## src/rtl/mips_pkg.sv

```systemverilog
// Shared definitions for the MIPS fetch side.
// Contents: width constants, the opcode values the fetch unit and
// ControlUnit agree on, and the 2-bit fetch sequencer state encoding.
package mips_pkg;

  localparam int INSTR_W = 32;
  localparam int OPC_W   = 6;

  localparam logic [OPC_W-1:0] OP_J    = 6'b000010;
  localparam logic [OPC_W-1:0] OP_JAL  = 6'b000011;
  localparam logic [OPC_W-1:0] OP_BEQ  = 6'b000100;
  localparam logic [OPC_W-1:0] OP_HALT = 6'b111111;

  typedef enum logic [1:0] {
    ST_IDLE  = 2'd0,
    ST_FETCH = 2'd1,
    ST_ISSUE = 2'd2,
    ST_HALT  = 2'd3
  } fetch_state_t;

endpackage

```

## src/rtl/pc_next_calc.sv

```systemverilog
// Combinational next-PC selection for the fetch unit.
// Ports:
//   pc         in  32  address of the current instruction
//   imm_field  in  26  Instr[25:0] (jump index; low 16 bits are the branch offset)
//   jump       in  1   ControlUnit Jump
//   branch     in  1   ControlUnit Branch
//   zero       in  1   ALU Zero flag
//   pc_plus4   out 32  pc + 4, modulo 2^32
//   next_pc    out 32  selected successor address (Jump > Branch&Zero > pc+4)
module pc_next_calc
  import mips_pkg::*;
(
  input  logic [INSTR_W-1:0] pc,
  input  logic [25:0]        imm_field,
  input  logic               jump,
  input  logic               branch,
  input  logic               zero,
  output logic [INSTR_W-1:0] pc_plus4,
  output logic [INSTR_W-1:0] next_pc
);

  logic [INSTR_W-1:0] branch_off;
  logic [INSTR_W-1:0] branch_target;
  logic [INSTR_W-1:0] jump_target;

  assign pc_plus4      = pc + 32'd4;
  // Sign-extended word offset, already shifted left by 2.
  assign branch_off    = {{14{imm_field[15]}}, imm_field[15:0], 2'b00};
  assign branch_target = pc_plus4 + branch_off;
  // Jumps stay inside the 256 MB region of the delay-slot address.
  assign jump_target   = {pc_plus4[31:28], imm_field, 2'b00};

  always_comb begin
    next_pc = pc_plus4;
    if (jump) begin
      next_pc = jump_target;
    end else if (branch && zero) begin
      next_pc = branch_target;
    end
  end

endmodule

```

## src/rtl/instr_fetch_unit.sv

```systemverilog
// Fetch-side sequencer: holds the PC, fetches words from instruction
// memory and presents the instruction register to the ControlUnit.
// Parameters:
//   RESET_PC     PC loaded on reset (word aligned)
// Ports:
//   clk, rst_n   clock, synchronous active-low reset
//   IMemReq      out  fetch request (asserted throughout FETCH)
//   IMemAddr     out  fetch address, equal to PC
//   IMemValid    in   memory returns IMemData this cycle (only used in FETCH)
//   IMemData     in   instruction word
//   Stall        in   downstream not ready, hold the current instruction
//   Jump/Branch  in   from ControlUnit, sampled in ISSUE when Stall=0
//   Zero         in   ALU zero flag, sampled with Jump/Branch
//   Instr        out  instruction register
//   InstrOpCode  out  Instr[31:26]
//   InstrValid   out  Instr is live for decode (ISSUE)
//   PC           out  address of Instr
//   PCPlus4      out  PC + 4
//   Halted       out  halt opcode retired
//   fetch_state  out  current sequencer state (debug)
//
// Handshake: the request is a level, not a pulse. IMemReq stays high and
// IMemAddr stays stable from the first FETCH cycle until the cycle in
// which IMemValid is sampled high; that edge captures IMemData and ends
// the request. IMemValid in any other state is ignored.
module instr_fetch_unit
  import mips_pkg::*;
#(
  parameter logic [31:0] RESET_PC = 32'h0000_0000
) (
  input  logic               clk,
  input  logic               rst_n,
  output logic               IMemReq,
  output logic [INSTR_W-1:0] IMemAddr,
  input  logic               IMemValid,
  input  logic [INSTR_W-1:0] IMemData,
  input  logic               Stall,
  input  logic               Jump,
  input  logic               Branch,
  input  logic               Zero,
  output logic [INSTR_W-1:0] Instr,
  output logic [OPC_W-1:0]   InstrOpCode,
  output logic               InstrValid,
  output logic [INSTR_W-1:0] PC,
  output logic [INSTR_W-1:0] PCPlus4,
  output logic               Halted,
  output fetch_state_t       fetch_state
);

  fetch_state_t       state;
  fetch_state_t       state_next;
  logic [INSTR_W-1:0] pc_q;
  logic [INSTR_W-1:0] instr_q;
  logic [INSTR_W-1:0] next_pc;
  logic               capture;
  logic               pc_load;

  pc_next_calc u_pc_next_calc (
    .pc        (pc_q),
    .imm_field (instr_q[25:0]),
    .jump      (Jump),
    .branch    (Branch),
    .zero      (Zero),
    .pc_plus4  (PCPlus4),
    .next_pc   (next_pc)
  );

  always_ff @(posedge clk) begin
    if (!rst_n) begin
      state   <= ST_IDLE;
      pc_q    <= RESET_PC & ~32'd3;
      instr_q <= '0;
    end else begin
      state <= state_next;
      if (capture) begin
        instr_q <= IMemData;
      end
      if (pc_load) begin
        pc_q <= next_pc & ~32'd3;
      end
    end
  end

  always_comb begin
    state_next = state;
    capture    = 1'b0;
    pc_load    = 1'b0;
    IMemReq    = 1'b0;
    InstrValid = 1'b0;
    Halted     = 1'b0;
    case (state)
      ST_IDLE: begin
        state_next = ST_FETCH;
      end
      ST_FETCH: begin
        IMemReq = 1'b1;
        if (IMemValid) begin
          capture    = 1'b1;
          state_next = ST_ISSUE;
        end
      end
      ST_ISSUE: begin
        InstrValid = 1'b1;
        if (!Stall) begin
          if (instr_q[31:26] == OP_HALT) begin
            state_next = ST_HALT;
          end else begin
            pc_load    = 1'b1;
            state_next = ST_FETCH;
          end
        end
      end
      ST_HALT: begin
        Halted = 1'b1;
      end
      default: begin
        state_next = ST_IDLE;
      end
    endcase
  end

  assign IMemAddr    = pc_q;
  assign PC          = pc_q;
  assign Instr       = instr_q;
  assign InstrOpCode = instr_q[31:26];
  assign fetch_state = state;

endmodule

```

## config.mk

```make
export PLATFORM = sky130hd
export DESIGN_NAME = instr_fetch_unit
export DESIGN_NICKNAME = d
export VERILOG_FILES = /design/src/rtl/mips_pkg.sv /design/src/rtl/pc_next_calc.sv /design/src/rtl/instr_fetch_unit.sv
export SDC_FILE = /design/constraint.sdc
export NUM_CORES = 1
export LEC_CHECK = 0
export CAP_MARGIN = 20
export CORE_MARGIN = 5
export CORE_UTILIZATION = 48
export DETAILED_ROUTE_END_ITERATION = 10
export GPL_ROUTABILITY_DRIVEN = 0
export MAX_ROUTING_LAYER = met4
export PLACE_DENSITY = 0.83
export SETUP_SLACK_MARGIN = 0.3
export SLEW_MARGIN = 15
export SYNTH_ARGS = -nofsm -noshare
export SYNTH_HDL_FRONTEND = slang
export SYNTH_SLANG_ARGS = --single-unit
export TNS_END_PERCENT = 1
```

## constraint.sdc

```tcl
create_clock -name clk -period 3.97 [get_ports clk]
set_input_delay 0.5955 -clock clk [delete_from_list [all_inputs] [get_ports clk]]
set_output_delay 0.5955 -clock clk [all_outputs]
set_load 0.05 [all_outputs]
```

### Yosys cells after proc, flatten, opt, wreduce, memory -nomap -nowiden

Cells that the tools add are included.

* register bits: 64

* add/subtract/negate cells: 2
* equal/unequal tests: 6
* muxes and demuxes: 14
* reduce and logical (&&, ||, !) cells: 4

Operators by type and width (number)
* two-way mux 32 bit: 2
* adder 32 x 3 -> 32 bit (second input constant): 1
* adder 32 bit: 1
* two-way mux 1 bit: 8
* == test 6 bit (second input constant): 1
* two-way mux 2 bit: 3
* case mux 2 bit (3 select lines): 1
* == test 2 bit (second input constant): 2
* inequality test 2 bit (second input constant): 2
* AND reduction 3 bit: 1
* nonzero test 3 bit: 1
* == test 2 x 1 -> 1 bit (second input constant): 1
* zero test 2 bit: 1
* logical AND 1 bit: 1

### Logic depth before layout (Yosys ltp)

Gate-level depths: netlist of the first run.

* depth after elaboration: 4
* mapped depth: 16
* depth with buffers taken out: 15

### By module

Synthesis of the first run repeated with hierarchy kept, for this count alone.

* cells, all modules: 770
* area, all modules: 5768.0 µm²

By module, submodules not included
* pc_next_calc: instances 1, cells an instance 435, area each 2956.6 µm²
* instr_fetch_unit: instances 1, cells an instance 335, area each 2811.4 µm²

### Least setup slack after synthesis of the first run

OpenSTA, ideal clock, no wires.

* kind: register to register
* start point: register pc_q[2], in the netlist IMemAddr[2]
* end point: register pc_q[29], in the netlist IMemAddr[29]
* arrival time: 4.740 ns
* data required time: 3.850 ns
* slack: -0.889 ns
* stages on the path, launching flop included: 16
* buffers on the path: 0
* period minus slack after synthesis: 4.859 ns
* path through: dfxtp_1 -> ha_1 -> inv_1 -> or3_4 -> nor2_4 -> nand4_1 -> xnor2_1 -> ha_1 -> a21o_1 -> a21o_1 -> a2111oi_0 -> o22ai_1 -> a31oi_1 -> o21ai_1 -> nor4b_1 -> o31a_1

* cells in the longest elaborated chain, start to end: 4

RTL lines
* start, declared: RTL line instr_fetch_unit.sv:52 `logic [INSTR_W-1:0] pc_q;`
* start signal, assigned: RTL line instr_fetch_unit.sv:71 `pc_q <= RESET_PC & ~32'd3;`
* start signal, assigned: RTL line instr_fetch_unit.sv:79 `pc_q <= next_pc & ~32'd3;`
* adder 32 x 3 -> 32 bit: RTL line pc_next_calc.sv:26 `assign pc_plus4 = pc + 32'd4;`
* named net PCPlus4[22]: RTL line instr_fetch_unit.sv:45 `output logic [INSTR_W-1:0] PCPlus4,`
* adder 32 bit: RTL line pc_next_calc.sv:29 `assign branch_target = pc_plus4 + branch_off;`
* two-way mux 32 bit: RTL line pc_next_calc.sv:37 `end else if (branch && zero) begin`
* two-way mux 32 bit: RTL line pc_next_calc.sv:35 `if (jump) begin`

The timed path passes the listed nets, and every way through them passes these cells.
A chain may end at the register's enable or synchronous reset.

### Final worst setup path of the first run

* start point: register pc_q[2], in the netlist IMemAddr[2]
* end point: register pc_q[27], in the netlist IMemAddr[27]

* cells in the longest elaborated chain, start to end: 4

RTL lines (RTL line)
* adder 32 x 3 -> 32 bit *: pc_next_calc.sv:26
* adder 32 bit: pc_next_calc.sv:29
* two-way mux 32 bit *: pc_next_calc.sv:37
* two-way mux 32 bit *: pc_next_calc.sv:35

Mark *: on every way between the ends. The rest lies on a longest branch, timed or not.

==> results of run 1 <==
==> worst max-delay path by stage <==
stage          slack, ns  depth (start not counted)      endpoint         from
6_report            0.29                         15  IMemAddr[27]  IMemAddr[2]
5_1_grt             0.16                         15  IMemAddr[29]  IMemAddr[2]
4_1_cts             0.32                         15  IMemAddr[27]  IMemAddr[2]
3_5_place_dp        0.27                         15  IMemAddr[27]  IMemAddr[2]
3_3_place_gp        0.39                         15  IMemAddr[29]  IMemAddr[2]
2_1_floorplan       0.24                         15  IMemAddr[29]  IMemAddr[2]
==> synthesized netlist by cell type, types with 3 or more instances <==
cell type / n
nor2_1: 41
ha_1: 41
o21a_1: 4
clkbuf_1: 37
nor3b_1: 4
a21boi_1: 3
and2_1: 8
a21oi_1: 29
xnor2_1: 30
o22ai_1: 4
a22oi_1: 4
nor3_1: 12
dfxtp_1: 64
a22o_1: 5
o21ai_1: 22
a32o_1: 4
o21bai_1: 3
a221oi_1: 5
nand4_1: 9
a31oi_1: 4
inv_1: 13
and3_1: 10
a211oi_1: 11
and4_1: 5
nor2b_1: 5
o211ai_1: 11
mux2i_1: 3
a21o_1: 15
buf_4: 42
o21ai_0: 23
nand2_1: 123
xor2_1: 14
a21boi_0: 35
nand3_1: 34
nand2b_1: 9
==> repair_timing <==
action | CTS | global route
endpoints found under the setup margin | 2 | 14
buffers inserted | 1 | 6
pin swaps | 3 | 8
gates resized for setup | 1 | 8
==> cells by family after synthesis <==
kind of cell    after synthesis  share of synthesized area, %
simple gates                276                          24.2
compound gates              203                          25.4
buf+inv                      95                          9.33
flops                        64                          23.2
xor+xnor                     45                          7.49
fa+ha+maj                    42                          9.67
mux                           3                         0.545
other cells                   1                        0.0680
==> state kept, by name, indices dropped and copies added, names as in the netlist <==
register,count
Instr,32
fetch_state,2
IMemAddr,30
==> per-stage QoR <==
step	hold slack (ns)	setup slack [ns]
2_1_floorplan	0.556	0.244
3_3_place_gp	0.468	0.393
3_5_place_dp	0.474	0.269
4_1_cts	0.484	0.323
5_1_grt	0.513	0.163
6_report	0.483	0.292
==> tightest hold or removal path, stage by stage (launching register included) <==
cell,delay [ns]
dfxtp_1,0.32
nand2_1,0.05
a21boi_0,0.06
==> power by group through the flow <==
stage,registers [mW],clock network [mW],logic (mW)
3_5_place_dp,0.722,0,0.549
2_1_floorplan,0.815,0,0.276
3_3_place_gp,0.721,0,0.538
5_1_grt,0.714,0.799,0.595
4_1_cts,0.709,0.771,0.553
6_report,0.710,0.763,0.559
==> routing by layer <==
metal / track usage [%] / wire [um] / vias to the layer above
met5: - / 0 / -
met4: 9.10 / 435 / 0
met3: 7.46 / 1830 / 42
met2: 45.3 / 9350 / 306
met1: 33.7 / 7460 / 2858
li1: - / - / 2816
==> area by class of cell <==
cell class              count  area share [%]
clock buffers              14            3.55
well taps                 143            2.31
multi-input cells         575            51.9
flip-flops and latches     64            17.3
inverters                  15           0.726
repair buffers            192            24.1
clock inverters             2           0.145
==> metrics.md, run 1 <==
| Metric | Value |
|---|---|
| Leakage power | 3.11 nW |
| Setup TNS | 0 ns |
| Critical path's slowest cell | or3_4 |
| Critical path endpoint category | flip-flop |
| Relative slew slack | 56.5% |
| Min-Delay Endpoint | Instr[24] |
| Vias | 6,022 |
| Sequential cell area fraction in the yosys report | 23.2% |
| Final Hold Viols | 0 |
| Switching Fraction | 34.0% |
| Crit-path cells | ha_4 -> inv_1 -> or3_4 -> nor2_4 -> nand4_1 -> xnor2_4 -> ha_4 -> a21o_1 -> a21o_1 -> a2111oi_4 -> o22ai_1 -> a31oi_2 -> xnor2_2 -> nor2_1 -> o41ai_2 |
| Status | finished clean |
| Die Ht | 117 um |
| Global-route usage over all layers | 27.9% |
| CP Max Fanout | 7 |
| R2R cell count | 15 |
| Post-layout instance area | 0.00776 sq mm |
| Clock share of power | 37.6% |
| DP Cell Count | 982 |
| Post-synth ARST share | 0% |
| Maximum vdd ir drop | 0.262 mV |
| CTS tree | yes |
| Cells after Synth | 729 |
| Tot Pwr | 2.03 mW |
| Reg area | 0.00134 sq mm |
| Final setup viols | 0 |
| Post-synth EDFFs | 0 |
| Initial Utilization | 48.7% |
| Fin crit share | 92.6% |
| Clock Skew | 0.00823 ns |
| Vias per cell | 5.99 |
| Slew @ Worst Pin | 0.649 ns |
| ANT nets after route | 0 |
| Syn Std Cell Area | 0.00551 sq mm |
| Clk pin slew, worst setup/hold paths | 0.06 ns |
| Number of DRC markers in iteration 0 | 482 |
| Synth Register Bits | 64 |
| Multi-input gate area | 0.00402 sq mm |
| Hold_buf cts | 0 |
| Clock Latency Late Sink | 0.33 ns |
| F_max | 272 MHz |
| Yosys warns | 0 |
| Int Power | 1.34 mW |
| Worst R2R Setup Slack | 0.29 ns |
| Slew Viols, Final | 0 |
| Worst reg2reg path endpoint | IMemAddr[27] |
| DPL Wire Length | 14.4 mm |
| Max_cap viols | 0 |
| Worst path max stage delay | 0.44 ns |
| Commonest non-fill, non-tap cell in the layout | clkdlybuf4s50_1 |
| GR Overflow Total | 0 |
| Synth area leaders | dfxtp_1, ha_1, nand2_1, buf_4, a21boi_0 |
| Post-synthesis cell type count | 71 |
| Worst reg2reg path startpoint | IMemAddr[2] |
| CP Class | flip-flop to flip-flop |
| Hold_sp | Instr[24] |
| Critical Path RT | 4.20 ns |
| WP data arrival | 3.90 ns |
| Hold path depth | 2 |
| Most frequent cells in the layout | clkdlybuf4s50_1, nand2_1, dfxtp_1, nor2_1, ha_1 |
| Worst Setup Start Kind | flip-flop |
| Hold Crit Class | flip-flop to flip-flop |
| WP buf/inv | 1 |
| Top_reg_cell synth | dfxtp_1 |
| Pre-antenna DRT Iters | 7 |
| RSZ-0062 raised after global routing | yes |
| Die Width | 117 um |
| Core ar. | 0.0113 sq mm |
| Drt wl/cell | 19.0 um |
| Number of global-route vias before repair | 5,793 |
| # IOs | 178 |
| CP delay by family, top | compound AO/OA/AOI/OAI gates |
| Clock period minus final worst setup slack | 3.68 ns |
| Synth top area share | 23.2% |
| Area leader, netlist | dfxtp_1 |
| Global-route wire length before repair | 29.4 mm |
| Combinational share of power | 27.5% |
| Post-Route WL | 19.1 mm |
| Final core occ | 68.5% |
| Clk buf depth | 2 |
| Clock Tree Root | clkbuf_16 |
| Layout area overhead | 40.7% |
| Max H-tree Level | 3 |
| Sequential power share | 34.9% |
| Power Dens Cells | 262 mW/mm^2 |
| Share of cells above drive strength 1 | 11.7% |
| Row cnt | 39 |
| Die area | 0.0137 sq mm |
| Clk sinks | 64 |
| P_sw | 0.692 mW |
| Nets@finish | 938 |
| Non-Filler Instances | 1,005 |
| DRC violation count after routing | 0 |
| Port Buffers | 171 |
| Synth Area per Inst | 7.56 sq um |
| ANT cells | 0 |
| Largest net degree at the start of global routing | 33 |
| Area after DPL | 0.00736 sq mm |
| Initial antenna violation count | 0 |
| # fillers | 921 |
| Num CTS Buffers | 9 |
Note: power is estimated with default switching activity, not from simulation.
==> run 2, diff against run 1 <==
--- a/config.mk
+++ b/config.mk
@@ -9,7 +9,7 @@
 export CORE_MARGIN = 5
 export CORE_UTILIZATION = 48
 export DETAILED_ROUTE_END_ITERATION = 10
-export GPL_ROUTABILITY_DRIVEN = 0
+export GPL_ROUTABILITY_DRIVEN = 1
 export MAX_ROUTING_LAYER = met4
 export PLACE_DENSITY = 0.83
 export SETUP_SLACK_MARGIN = 0.3
==> run 2 against run 1 <==
Routed wire length rose by 1.9%. Total power rose by 1.7%. Sequential power is essentially flat. Sequential share of layout area down 0.10 points. Final cell count increased by 0.20%. Maximum frequency up 0.93%. Die area unchanged. Critical endpoint is now IMemAddr[29]. Global-route usage increased by 1.1 points. Critical path type unchanged. Critical path depth stayed put.
==> metrics.md, run 2 (synthesis results as in run 1) <==
| Metric | Value |
|---|---|
| Clk sinks | 64 |
| Clock Tree Root | clkbuf_16 |
| Combinational share of power | 27.0% |
| CP Class | flip-flop to flip-flop |
| Worst Setup Start Kind | flip-flop |
| Maximum vdd ir drop | 0.238 mV |
| Drt wl/cell | 19.3 um |
| Routability Congestion | 0.922 |
| Clk pin slew, worst setup/hold paths | 0.06 ns |
| Clock Latency Late Sink | 0.34 ns |
| Setup TNS | 0 ns |
| CTS tree | yes |
| Critical path's slowest cell | or3_4 |
| Final Hold Viols | 0 |
| Row cnt | 39 |
| Initial Utilization | 48.7% |
| Layout area overhead | 41.6% |
| DP Cell Count | 982 |
| GR Overflow Total | 0 |
| Non-Filler Instances | 1,007 |
| Number of global-route vias before repair | 5,871 |
| Multi-input gate area | 0.00404 sq mm |
| Clock share of power | 38.5% |
| Hold_sp | Instr[19] |
| F_max | 274 MHz |
| Clock Skew | 0.00633 ns |
| Global-route usage over all layers | 29.0% |
| ANT cells | 0 |
| Core ar. | 0.0113 sq mm |
| Final core occ | 68.9% |
| Hold path depth | 2 |
| Relative slew slack | 37.5% |
| Fin crit share | 91.8% |
| Share of cells above drive strength 1 | 12.4% |
| Power Dens Cells | 265 mW/mm^2 |
| Max_cap viols | 0 |
| Reg area | 0.00134 sq mm |
| Setup Slack @ Placement | 0.269 ns |
| Clk buf depth | 2 |
| Final setup viols | 0 |
| Hold Crit Class | flip-flop to flip-flop |
| Largest register FFs | 32 |
| CP delay by family, top | compound AO/OA/AOI/OAI gates |
| Most frequent cells in the layout | clkdlybuf4s50_1, nand2_1, dfxtp_1, nor2_1, ha_1 |
| Nets@finish | 940 |
| WP data arrival | 3.88 ns |
| Worst reg2reg path endpoint | IMemAddr[29] |
| Vias | 6,029 |
| Largest net degree at the start of global routing | 51 |
| Die area | 0.0137 sq mm |
| Leakage power | 3.12 nW |
| Die Width | 117 um |
| Post-Route WL | 19.4 mm |
| Critical Path RT | 4.20 ns |
| Worst R2R Setup Slack | 0.33 ns |
| WP buf/inv | 1 |
| Slew Viols, Final | 0 |
| Max H-tree Level | 3 |
| Worst setup margin | 0.326 ns |
| Critical path endpoint category | flip-flop |
| Worst reg2reg path startpoint | IMemAddr[2] |
| Commonest non-fill, non-tap cell in the layout | clkdlybuf4s50_1 |
| Switching Fraction | 34.5% |
| P_sw | 0.714 mW |
| Min-Delay Endpoint | Instr[19] |
| DRC violation count after routing | 0 |
| CP Max Fanout | 8 |
| Slew @ Worst Pin | 0.937 ns |
| Initial antenna violation count | 0 |
| Die Ht | 117 um |
| Number of DRC markers in iteration 0 | 536 |
| Int Power | 1.35 mW |
| Sequential power share | 34.5% |
| DPL Wire Length | 14.4 mm |
| ANT nets after route | 0 |
| # IOs | 178 |
| Num CTS Buffers | 9 |
| Global-route wire length before repair | 30.4 mm |
| Status | finished clean |
| Port Buffers | 171 |
| Vias per cell | 5.99 |
| RSZ-0062 raised after global routing | yes |
| R2R cell count | 15 |
| Pre-antenna DRT Iters | 7 |
| Clock period minus final worst setup slack | 3.64 ns |
| # fillers | 913 |
| Worst path max stage delay | 0.44 ns |
| Crit-path cells | ha_4 -> inv_1 -> or3_4 -> nor2_4 -> nand4_1 -> xnor2_4 -> ha_4 -> a21o_1 -> a21o_1 -> a2111oi_4 -> o22ai_1 -> a31oi_2 -> o21ai_2 -> nor4b_1 -> o31a_1 |
[run 2: tightest hold or removal path, stage by stage, from the launching register on]
cell      delay, ns
dfxtp_1        0.32
nand2_1        0.05
a21boi_0       0.06
[run 2: power by group through the flow]
| stage | combinational [mW] | clock, mW | sequential [mW] |
|---|---|---|---|
| 2_1_floorplan | 0.276 | 0 | 0.815 |
| 3_3_place_gp | 0.538 | 0 | 0.723 |
| 3_5_place_dp | 0.548 | 0 | 0.725 |
| 4_1_cts | 0.553 | 0.798 | 0.712 |
| 5_1_grt | 0.595 | 0.823 | 0.717 |
| 6_report | 0.558 | 0.796 | 0.713 |
[run 2: worst max-delay path by stage]
stage,cells past startpoint,slack (ns),startpoint,endpoint
after floorplan,15,0.24,IMemAddr[2],IMemAddr[29]
after global placement,15,0.36,IMemAddr[2],IMemAddr[27]
after detailed placement,15,0.27,IMemAddr[2],IMemAddr[29]
after CTS,15,0.30,IMemAddr[2],IMemAddr[27]
after global routing,15,0.17,IMemAddr[2],IMemAddr[25]
final,15,0.33,IMemAddr[2],IMemAddr[29]
[run 2: timing repair]
action | CTS | global route
setup buffers | 0 | 9
cloned | 0 | 0
pin swaps | 2 | 9
hold buffers | 0 | 0
resized for setup | 1 | 10
endpoints found under the hold margin | 0 | 0
setup endpoints to repair | 2 | 13
[run 2: layout make-up]
type,instances,area share [%]
flip-flops and latches,64,17.2
clock buffers,12,3.56
inverters,15,0.722
well taps,143,2.29
clock inverters,4,0.305
multi-input cells,575,51.8
repair buffers,194,24.1
[run 2: metal layers]
layer | up-vias | wire length, um | GRT usage (%)
met4 | 0 | 548 | 11.4
met1 | 2840 | 8060 | 37.4
met2 | 328 | 9070 | 44.7
met3 | 49 | 1750 | 5.71
li1 | 2812 | - | -
met5 | - | 0 | -
[run 2: through the flow]
stage                     area (sq um)  hold slack (ns)  power (mW)
after global routing              7800            0.502        2.14
after CTS                         7670            0.486        2.06
after floorplan                   5840            0.556        1.09
final                             7800            0.485        2.07
after detailed placement          7360            0.476        1.27
after global placement            7360            0.467        1.26
==> run 3, diff against run 2 <==
--- a/config.mk
+++ b/config.mk
@@ -7,11 +7,12 @@
 export LEC_CHECK = 0
 export CAP_MARGIN = 20
 export CORE_MARGIN = 5
-export CORE_UTILIZATION = 48
+export CORE_UTILIZATION = 49
+export CTS_BUF_LIST = sky130_fd_sc_hd__clkbuf_2 sky130_fd_sc_hd__clkbuf_4 sky130_fd_sc_hd__clkbuf_8
 export DETAILED_ROUTE_END_ITERATION = 10
 export GPL_ROUTABILITY_DRIVEN = 1
 export MAX_ROUTING_LAYER = met4
-export PLACE_DENSITY = 0.83
+export PLACE_DENSITY = 0.93
 export SETUP_SLACK_MARGIN = 0.3
 export SLEW_MARGIN = 15
 export SYNTH_ARGS = -nofsm -noshare
==> constraint.sdc (replaced) <==
create_clock -name clk -period 3.97 [get_ports clk]
set_input_delay 0.5955 -clock clk [delete_from_list [all_inputs] [get_ports clk]]
set_output_delay 0.5955 -clock clk [all_outputs]
set_load 0.1 [all_outputs]
==> run 3 against run 2 <==
Final cell count about the same. Clock-buffer cell count down 2. First-iteration DRC count down 20%. Worst setup slack better by 0.040 ns. Utilization up 2.4 points. Routed wire length down 0.60%. Sequential share of layout area up 0.11 points. Maximum frequency up 1.1%. Sequential power down 0.8%. Total power down 1.0%. Largest cell class unchanged. Clock power down 25%.
==> metrics.md, run 3 (synthesis results as in run 1) <==
| Metric | Value |
|---|---|
| Tot Pwr | 2.05 mW |
| Most frequent cells in the layout | clkdlybuf4s50_1, nand2_1, buf_4, dfxtp_1, nor2_1 |
| Critical path's slowest cell | or3_4 |
| GR Overflow Total | 0 |
| ANT nets after route | 0 |
| Clk pin slew, worst setup/hold paths | 0.08 ns |
| Number of DRC markers in iteration 0 | 431 |
| Die Width | 116 um |
| Number of global-route vias before repair | 5,773 |
| F_max | 277 MHz |
| M1 GR Usage | 36.4% |
| Num CTS Buffers | 9 |
| Final setup viols | 0 |
| Final core occ | 71.3% |
| Crit-path cells | ha_4 -> inv_1 -> or3_4 -> inv_2 -> nand4_1 -> xnor2_4 -> ha_1 -> buf_4 -> a21o_1 -> a221oi_1 -> o21ai_1 -> nand3_1 -> o21ai_1 -> or4_1 -> a32o_1 |
| # IOs | 178 |
| Final Hold Viols | 0 |
| WP data arrival | 3.86 ns |
| Status | finished clean |
| Switching Fraction | 43.3% |
| Core ar. | 0.0109 sq mm |
| Die area | 0.0135 sq mm |
| Drt wl/cell | 19.2 um |
| DRC violation count after routing | 0 |
| P_sw | 0.887 mW |
| Post-Route WL | 19.3 mm |
| Combinational share of power | 36.3% |
| Sequential power share | 34.6% |
| Largest register FFs | 32 |
| Global-route wire length before repair | 30.0 mm |
| Clock period minus final worst setup slack | 3.60 ns |
| Cell with the most instances on the worst path | o21ai_1 |
| Clock share of power | 29.1% |
| CP Class | flip-flop to flip-flop |
| RSZ-0062 raised after global routing | yes |
| Setup TNS | 0 ns |
| Worst path max stage delay | 0.45 ns |
| Routability Congestion | 0.951 |
| ANT cells | 0 |
| Critical path endpoint category | flip-flop |
| Port Buffers | 171 |
| CTS tree | yes |
| Max H-tree Level | 3 |
| Fin crit share | 90.8% |
| Die Ht | 116 um |
| Clock Latency Late Sink | 0.36 ns |
| Worst Setup Start Kind | flip-flop |
| Int Power | 1.16 mW |
| Vias | 6,002 |
| Hold_buf cts | 0 |
| Power Dens Cells | 262 mW/mm^2 |
| Layout area overhead | 41.4% |
| Worst Hold Slack | 0.491 ns |
| Largest net degree at the start of global routing | 31 |
| Relative slew slack | 32.2% |
| Clk sinks | 64 |
| Clock Tree Root | clkbuf_8 |
| Vias per cell | 5.97 |
| Clock Skew | 0.00963 ns |
| Global-route usage over all layers | 28.9% |
| Pre-antenna DRT Iters | 8 |
| Initial Utilization | 50.4% |
| Clk buf depth | 2 |
| Leakage power | 3.18 nW |
| Share of cells above drive strength 1 | 17.1% |
| CP Max Fanout | 9 |
| Hold Crit Class | flip-flop to flip-flop |
| Met2 GRT Util | 46.7% |
| DPL Wire Length | 14.5 mm |
| Maximum vdd ir drop | 0.240 mV |
| Critical Path RT | 4.23 ns |
| Layer with the highest usage | met2 |
| Slew @ Worst Pin | 1.01 ns |
| Nets@finish | 942 |
| Initial antenna violation count | 0 |
| Row cnt | 38 |
| Max_cap viols | 0 |
| Commonest non-fill, non-tap cell in the layout | clkdlybuf4s50_1 |
| Slew Viols, Final | 0 |
| Met3 GRT Util | 5.90% |
-- run 3: worst paths after layout --
path | from | end | slack (ns) | cells past startpoint
setup / recovery | IMemAddr[2] | IMemAddr[28] | 0.37 | 15
hold / removal | Instr[23] | Instr[23] | 0.49 | 2
setup reg to reg | IMemAddr[2] | IMemAddr[28] | 0.37 | 15
hold reg to reg | Instr[23] | Instr[23] | 0.49 | 2
-- run 3: stage by stage --
stage          cells  setup slack (ns)  instance area (sq um)
6_report        1006             0.366                   7800
5_1_grt         1006             0.219                   7800
4_1_cts          999             0.333                   7640
3_5_place_dp     980             0.204                   7410
3_3_place_gp     980             0.306                   7410
2_1_floorplan    734            -0.262                   5940
-- run 3: power groups by stage --
stage          Combinational [mW]  Sequential [mW]  Clock, mW
5_1_grt                     0.777            0.712      0.630
3_3_place_gp                0.724            0.720          0
2_1_floorplan               0.343            0.924          0
6_report                    0.743            0.707      0.596
3_5_place_dp                0.732            0.721          0
4_1_cts                     0.734            0.706      0.597
-- run 3: final cells by class --
class,count,area (sq um)
clock inverter,6,70.1
inverter,15,56.3
fill,857,3140
multi-input combinational,575,4180
clock buffer,10,131
sequential,64,1350
tap,140,175
timing repair buffer,196,1830
-- run 3: worst max-delay path, delay by kind of cell, from the launching register on --
kind	cells	cell delay, ns
and+or+nand+nor	4	1.20
xor gates and xnor gates	1	0.23
AOI/OAI and AO/OA	5	0.90
buffers and inverters	3	0.32
adders and majority gates	2	0.46
DFF	1	0.39
-- run 3: routing by layer --
layer / part of all wire, % / routed length, um
met5: 0 / 0
met4: 3.4 / 650
met3: 9.2 / 1790
met2: 47 / 9100
met1: 40 / 7780
-- run 3: what timing repair did --
item	4_1_cts	5_1_grt
setup buffers	3	7
setup endpoints to repair	2	9
pin swaps	2	9
resized for setup	0	20
gates cloned	0	0
